<file path="config.mk">
export PLATFORM = sky130hd
export DESIGN_NAME = mem_arbiter
export DESIGN_NICKNAME = d
export VERILOG_FILES = /design/src/rtl/mem_arb_pkg.sv /design/src/rtl/mem_arbiter_rr_picker.sv /design/src/rtl/mem_arbiter.sv
export SDC_FILE = /design/constraint.sdc
export NUM_CORES = 1
export LEC_CHECK = 0
export ABC_CLOCK_PERIOD_IN_PS = 2000
export CORE_ASPECT_RATIO = 1.5
export CORE_MARGIN = 8
export CORE_UTILIZATION = 22
export DETAILED_ROUTE_END_ITERATION = 10
export PLACE_DENSITY = 0.77
export SKIP_LAST_GASP = 1
export SYNTH_ARGS = -nofsm -noshare
export SYNTH_HDL_FRONTEND = slang
export SYNTH_HIERARCHICAL = 1
export SYNTH_SLANG_ARGS = --single-unit
export TNS_END_PERCENT = 20
</file>
<file path="constraint.sdc">
create_clock -name clk -period 2 [get_ports clk]
set_input_delay 0.3 -clock clk [delete_from_list [all_inputs] [get_ports clk]]
set_output_delay 0.3 -clock clk [all_outputs]
set_load 0.05 [all_outputs]
</file>
<file path="src/rtl/mem_arb_pkg.sv">
// Shared types and constants for the benchmark-memory arbiter.
// Imported by mem_arbiter and rr_picker.
package mem_arb_pkg;

  localparam int MEM_DATA_W = 32;

  typedef enum logic {
    IDLE   = 1'b0,
    LOCKED = 1'b1
  } arb_state_t;

  // Width of a requester id; at least 1 bit even for tiny NREQ.
  function automatic int clog2_nreq(input int nreq);
    int bits;
    bits = 1;
    for (int k = 1; k < 31; k++) begin
      if ((1 << k) < nreq) bits = k + 1;
    end
    return bits;
  endfunction

endpackage

</file>
<file path="src/rtl/mem_arbiter_rr_picker.sv">
// Combinational round-robin picker.
// Searches last+1, last+2, ... (mod NREQ), or only the owner while locked.
module rr_picker
  import mem_arb_pkg::*;
#(
  parameter int NREQ = 2,
  parameter int IDW  = clog2_nreq(NREQ)
) (
  input  logic [NREQ-1:0] req,
  input  logic [IDW-1:0]  last,
  input  logic            locked,
  input  logic [IDW-1:0]  owner,
  output logic [NREQ-1:0] grant,
  output logic [IDW-1:0]  grant_id,
  output logic            grant_any
);

  logic [IDW-1:0] w_idx;

  always_comb begin
    grant     = '0;
    grant_id  = '0;
    grant_any = 1'b0;
    w_idx     = '0;
    if (locked) begin
      // The owner alone may use the port; an idle owner leaves it unused.
      grant_any    = req[owner];
      grant[owner] = req[owner];
      grant_id     = owner;
    end else begin
      for (int k = 1; k <= NREQ; k++) begin
        w_idx = IDW'((int'(last) + k) % NREQ);
        if (!grant_any && req[w_idx]) begin
          grant_any    = 1'b1;
          grant[w_idx] = 1'b1;
          grant_id     = w_idx;
        end
      end
    end
  end

endmodule

</file>
<file path="src/rtl/mem_arbiter.sv">
// Round-robin arbiter sharing the single-port benchmark memory between
// NREQ requesters, with locked bursts and a one-cycle response pipeline.
module mem_arbiter
  import mem_arb_pkg::*;
#(
  parameter int ADDR_LEN = 11,
  parameter int NREQ     = 2
) (
  input  logic                         clk,
  input  logic                         rst,
  input  logic [NREQ-1:0]              req_valid,
  input  logic [NREQ-1:0]              req_we,
  input  logic [NREQ-1:0]              req_lock,
  input  logic [NREQ*ADDR_LEN-1:0]     req_addr,
  input  logic [NREQ*MEM_DATA_W-1:0]   req_wdata,
  output logic [NREQ-1:0]              req_ready,
  output logic [NREQ-1:0]              rsp_valid,
  output logic [MEM_DATA_W-1:0]        rsp_data,
  output logic [ADDR_LEN-1:0]          mem_addr,
  output logic                         mem_wr_req,
  output logic [MEM_DATA_W-1:0]        mem_wr_data,
  input  logic [MEM_DATA_W-1:0]        mem_rd_data
);

  localparam int IDW = clog2_nreq(NREQ);

  arb_state_t          r_state, w_state_next;
  logic [IDW-1:0]      r_owner, w_owner_next;
  logic [IDW-1:0]      r_last, w_last_next;
  logic                r_pend_valid;
  logic [IDW-1:0]      r_pend_id;

  logic [NREQ-1:0]     w_grant;
  logic [IDW-1:0]      w_grant_id;
  logic                w_grant_any;
  logic                w_accept;

  logic [ADDR_LEN-1:0]   w_addr  [NREQ];
  logic [MEM_DATA_W-1:0] w_wdata [NREQ];

  generate
    for (genvar gi = 0; gi < NREQ; gi++) begin : g_req
      assign w_addr[gi]    = req_addr[gi*ADDR_LEN +: ADDR_LEN];
      assign w_wdata[gi]   = req_wdata[gi*MEM_DATA_W +: MEM_DATA_W];
      assign rsp_valid[gi] = r_pend_valid && (r_pend_id == IDW'(gi));
    end
  endgenerate

  rr_picker #(
    .NREQ (NREQ),
    .IDW  (IDW)
  ) u_picker (
    .req       (req_valid),
    .last      (r_last),
    .locked    (r_state == LOCKED),
    .owner     (r_owner),
    .grant     (w_grant),
    .grant_id  (w_grant_id),
    .grant_any (w_grant_any)
  );

  // No grant is issued while reset is held.
  assign w_accept  = w_grant_any & ~rst;
  assign req_ready = w_grant & {NREQ{~rst}};
  assign rsp_data  = mem_rd_data;

  always_comb begin
    w_state_next = r_state;
    w_owner_next = r_owner;
    w_last_next  = r_last;
    if (w_accept) begin
      if (req_lock[w_grant_id]) begin
        w_state_next = LOCKED;
        w_owner_next = w_grant_id;
      end else begin
        w_state_next = IDLE;
        w_last_next  = w_grant_id;
      end
    end
  end

  always_comb begin
    mem_addr    = '0;
    mem_wr_req  = 1'b0;
    mem_wr_data = '0;
    if (w_accept) begin
      mem_addr    = w_addr[w_grant_id];
      mem_wr_req  = req_we[w_grant_id];
      mem_wr_data = w_wdata[w_grant_id];
    end
  end

  always_ff @(posedge clk or posedge rst) begin
    if (rst) begin
      r_state      <= IDLE;
      r_owner      <= '0;
      r_last       <= IDW'(NREQ - 1);
      r_pend_valid <= 1'b0;
      r_pend_id    <= '0;
    end else begin
      r_state      <= w_state_next;
      r_owner      <= w_owner_next;
      r_last       <= w_last_next;
      r_pend_valid <= w_accept;
      r_pend_id    <= w_grant_id;
    end
  end

endmodule

</file>
==> flow_metrics.env, run 1 <==
export IMPL_setup_viol=42
export IMPL_fin_crit_sh=1.03
export IMPL_path_common_cell="buf_12"
export IMPL_power_density_nw_per_um2=1100
export IMPL_max_cap_violations=0
export IMPL_start_kind="flip-flop"
export IMPL_syn_inst=164
export IMPL_place_gp_congestion=0.763
export IMPL_ys_ff_latch=5
export IMPL_rsz0062_at_grt="yes"
export IMPL_io_buffers=141
export IMPL_dr_pass1_iters=4
export IMPL_dpl_hpwl_mm=5.92
export IMPL_synthArstFlopShare=1.00
export IMPL_fin_setup_tns_ps=-1250
export IMPL_wl_mm=7.21
export IMPL_htreeDepth=1
export IMPL_wl_per_cell_um=20.3
export IMPL_worst_pin_slew_ps=521
export IMPL_drv_slew=0
export IMPL_syn_area_um2=1260
export IMPL_diodes=0
export IMPL_final_setup_skew_ps=5.06
export IMPL_slew_headroom=0.652
export IMPL_dieWidth_um=77.8
export IMPL_numPlacedInstances=341
export IMPL_drive_gt1_frac=0.364
export IMPL_dieArea_um2=8460
export IMPL_synthDistinctLibCells=23
export IMPL_synth_edf_count=0
export IMPL_ys_flop_type="dfrtp_1"
export IMPL_critPathCaptureType="output port"
export IMPL_grt_pass1_vias=1873
export IMPL_critPathSlowestCell="dfstp_2"
export IMPL_grt_first_pass_wirelength_mm=10.2
export IMPL_synth_warnings=6
export IMPL_seq_area_um2=126
export IMPL_die_y_um=109
export IMPL_cp_max_fo=10
export IMPL_multi_input_area_um2=917
export IMPL_cts_root_buf="clkbuf_8"
export IMPL_clk_pin_slew_worst_paths_ps=40
export IMPL_crit_path_cell_trace="and2_4, o21ai_4, buf_6, buf_12, mux2i_1, nor2_1, buf_12"
export IMPL_power_leakage_nw=1.36
export IMPL_rr_endpoint="r_last"
export IMPL_cpLargestDelayFamily="flip-flops"
export IMPL_place_worst_setup_slack_ps=-235
export IMPL_vias_per_cell=4.54
export IMPL_cts_tree="done"
export IMPL_vias=1612
export IMPL_insertion_delay_ps=230
export IMPL_ant_nets=0
export IMPL_cts_hold_buffers=0
export IMPL_cts_sinks=5
export IMPL_ir_worst_vdd_mv=0.475
export IMPL_r2r_slack_ps=220
export IMPL_initial_utilization=0.223
export IMPL_setup_worst_path_class="flip-flop to output port"
export IMPL_tritoncts_num_buffers=3
export IMPL_worstPathRequired_ps=1700
export IMPL_clockBufferDepth=2
export IMPL_status="finished with violations"
export IMPL_synth_nets=290
export IMPL_antenna_found_initial=0
export IMPL_fp_coreArea_um2=5660
export IMPL_drc=0
export IMPL_ff2ff_path_depth=8
export IMPL_crit_buf_inv=3
export IMPL_syn_area_per_cell_um2=7.69
export IMPL_hold_viol=0
export IMPL_finalNonFillerCells=355
export IMPL_worstPathArrival_ps=1750
export IMPL_fmax_ghz=0.487
export IMPL_final_common_cell="clkdlybuf4s50_1"
export IMPL_crit_path_max_incr_delay_ps=530
export IMPL_placementRows=34
export IMPL_finalCriticalPeriod_ps=2050
export IMPL_yosysSeqAreaShare=0.100
export IMPL_r2r_start="r_last"
export IMPL_grt_ovfl_total=0
export IMPL_worst_slack_ps=-53.1
export IMPL_violations="negative setup slack"
export IMPL_area_delta_synth_final_pct=164
export IMPL_mostFrequentLayoutCells="clkdlybuf4s50_1 (93), buf_12 (50), mux2i_1 (31)"
export IMPL_first_iter_violations=31
export IMPL_n_fill_cell=452
export IMPL_pin_count=206
export IMPL_hold_path_class="input pin to async pin"
export IMPL_grt_max_degree=22
export IMPL_grt_use_total=0.158
export IMPL_finalNetCount=410
## routing by layer
layer / vias up / share of wire / wire length (µm) / GRT usage
li1: 746 / - / - / -
met1: 735 / 0.26 / 1910 / 0.116
met2: 102 / 0.52 / 3780 / 0.292
met3: 29 / 0.18 / 1330 / 0.131
met5: - / 0 / 0 / 0
met4: 0 / 0.026 / 185 / 0.0556
## worst max-delay path by stage
stage / start / endpoint / slack, ps / cells after the start
after CTS: r_last / mem_wr_data[15] / -50 / 7
after global routing: r_state / mem_wr_data[7] / -120 / 7
after detailed placement: req_valid[1] / mem_addr[0] / -230 / 7
after floorplan: r_last / mem_addr[8] / -180 / 7
after global placement: req_valid[1] / mem_addr[0] / -180 / 7
final: r_last / mem_wr_data[18] / -50 / 7
## synth_stat cells (2+ instances only)
cell / n / share of area
o21ai_0: 2 / 0.0079
nor2b_1: 2 / 0.0099
buf_4: 36 / 0.21
nand2_1: 4 / 0.012
nor2_1: 44 / 0.13
nand2b_1: 3 / 0.015
inv_1: 3 / 0.0089
mux2i_1: 44 / 0.35
o21ai_1: 2 / 0.0079
buf_6: 3 / 0.027
buf_2: 4 / 0.016
dfrtp_1: 4 / 0.079
o21a_1: 2 / 0.012
and2_1: 2 / 0.0099
## repair_timing
item | in CTS | in global routing
setup buffers | 6 | 1
gates cloned | 4 | 0
resized for setup | 24 | 12
setup endpoints to repair | 44 | 44
pin swaps | 7 | 0
## final cells by class
class | instances | share of cell area
clock buffers | 4 | 0.0135
inverters | 3 | 0.00338
multi-input cells | 112 | 0.275
flip-flops and latches | 5 | 0.0379
well taps | 72 | 0.0270
repair buffers | 159 | 0.643
## state kept, by name, indices dropped and copies added (netlist names)
| signal | flops |
|---|---|
| r_state | 1 |
| r_pend_id | 1 |
| r_owner | 1 |
| r_pend_valid | 1 |
| r_last | 1 |
## metrics by stage
stage	hold WS, ps	power [mW]	util	instance area (µm²)
floorplan	77.8	1.90	-	1280
global placement	505	2.88	0.534	3020
detailed placement	533	2.92	0.534	3020
CTS	387	3.62	0.581	3290
global route	405	3.82	0.590	3340
finish	369	3.66	0.590	3340
## cell families (layout without fill, tap and decap cells)
logic type | count (synthesis) | in the layout | synth area share
AO/OA/AOI/OAI | 11 | 11 | 0.0744
buffers and inverters | 47 | 166 | 0.282
flip-flops | 5 | 5 | 0.100
multiplexers | 44 | 44 | 0.349
AND/OR/NAND/NOR | 57 | 57 | 0.194
## power by group
| group | internal, mW | switching [mW] | leakage (nW) | total, mW |
|---|---|---|---|---|
| combinational | 1.71 | 1.57 | 1.28 | 3.28 |
| sequential | 0.150 | 0.0385 | 0.0603 | 0.189 |
| clock | 0.137 | 0.0537 | 0.0228 | 0.191 |
Note: power is estimated with default switching activity, not from simulation.
==> run 2, diff against run 1 <==
--- a/config.mk
+++ b/config.mk
@@ -6,10 +6,12 @@
 export NUM_CORES = 1
 export LEC_CHECK = 0
 export ABC_CLOCK_PERIOD_IN_PS = 2000
+export CAP_MARGIN = 0
 export CORE_ASPECT_RATIO = 1.5
 export CORE_MARGIN = 8
 export CORE_UTILIZATION = 22
 export DETAILED_ROUTE_END_ITERATION = 10
+export GPL_ROUTABILITY_DRIVEN = 0
 export PLACE_DENSITY = 0.77
 export SKIP_LAST_GASP = 1
 export SYNTH_ARGS = -nofsm -noshare
==> results of run 2 <==
No change in the layout: final DEF, timing and power equal those of run 1.
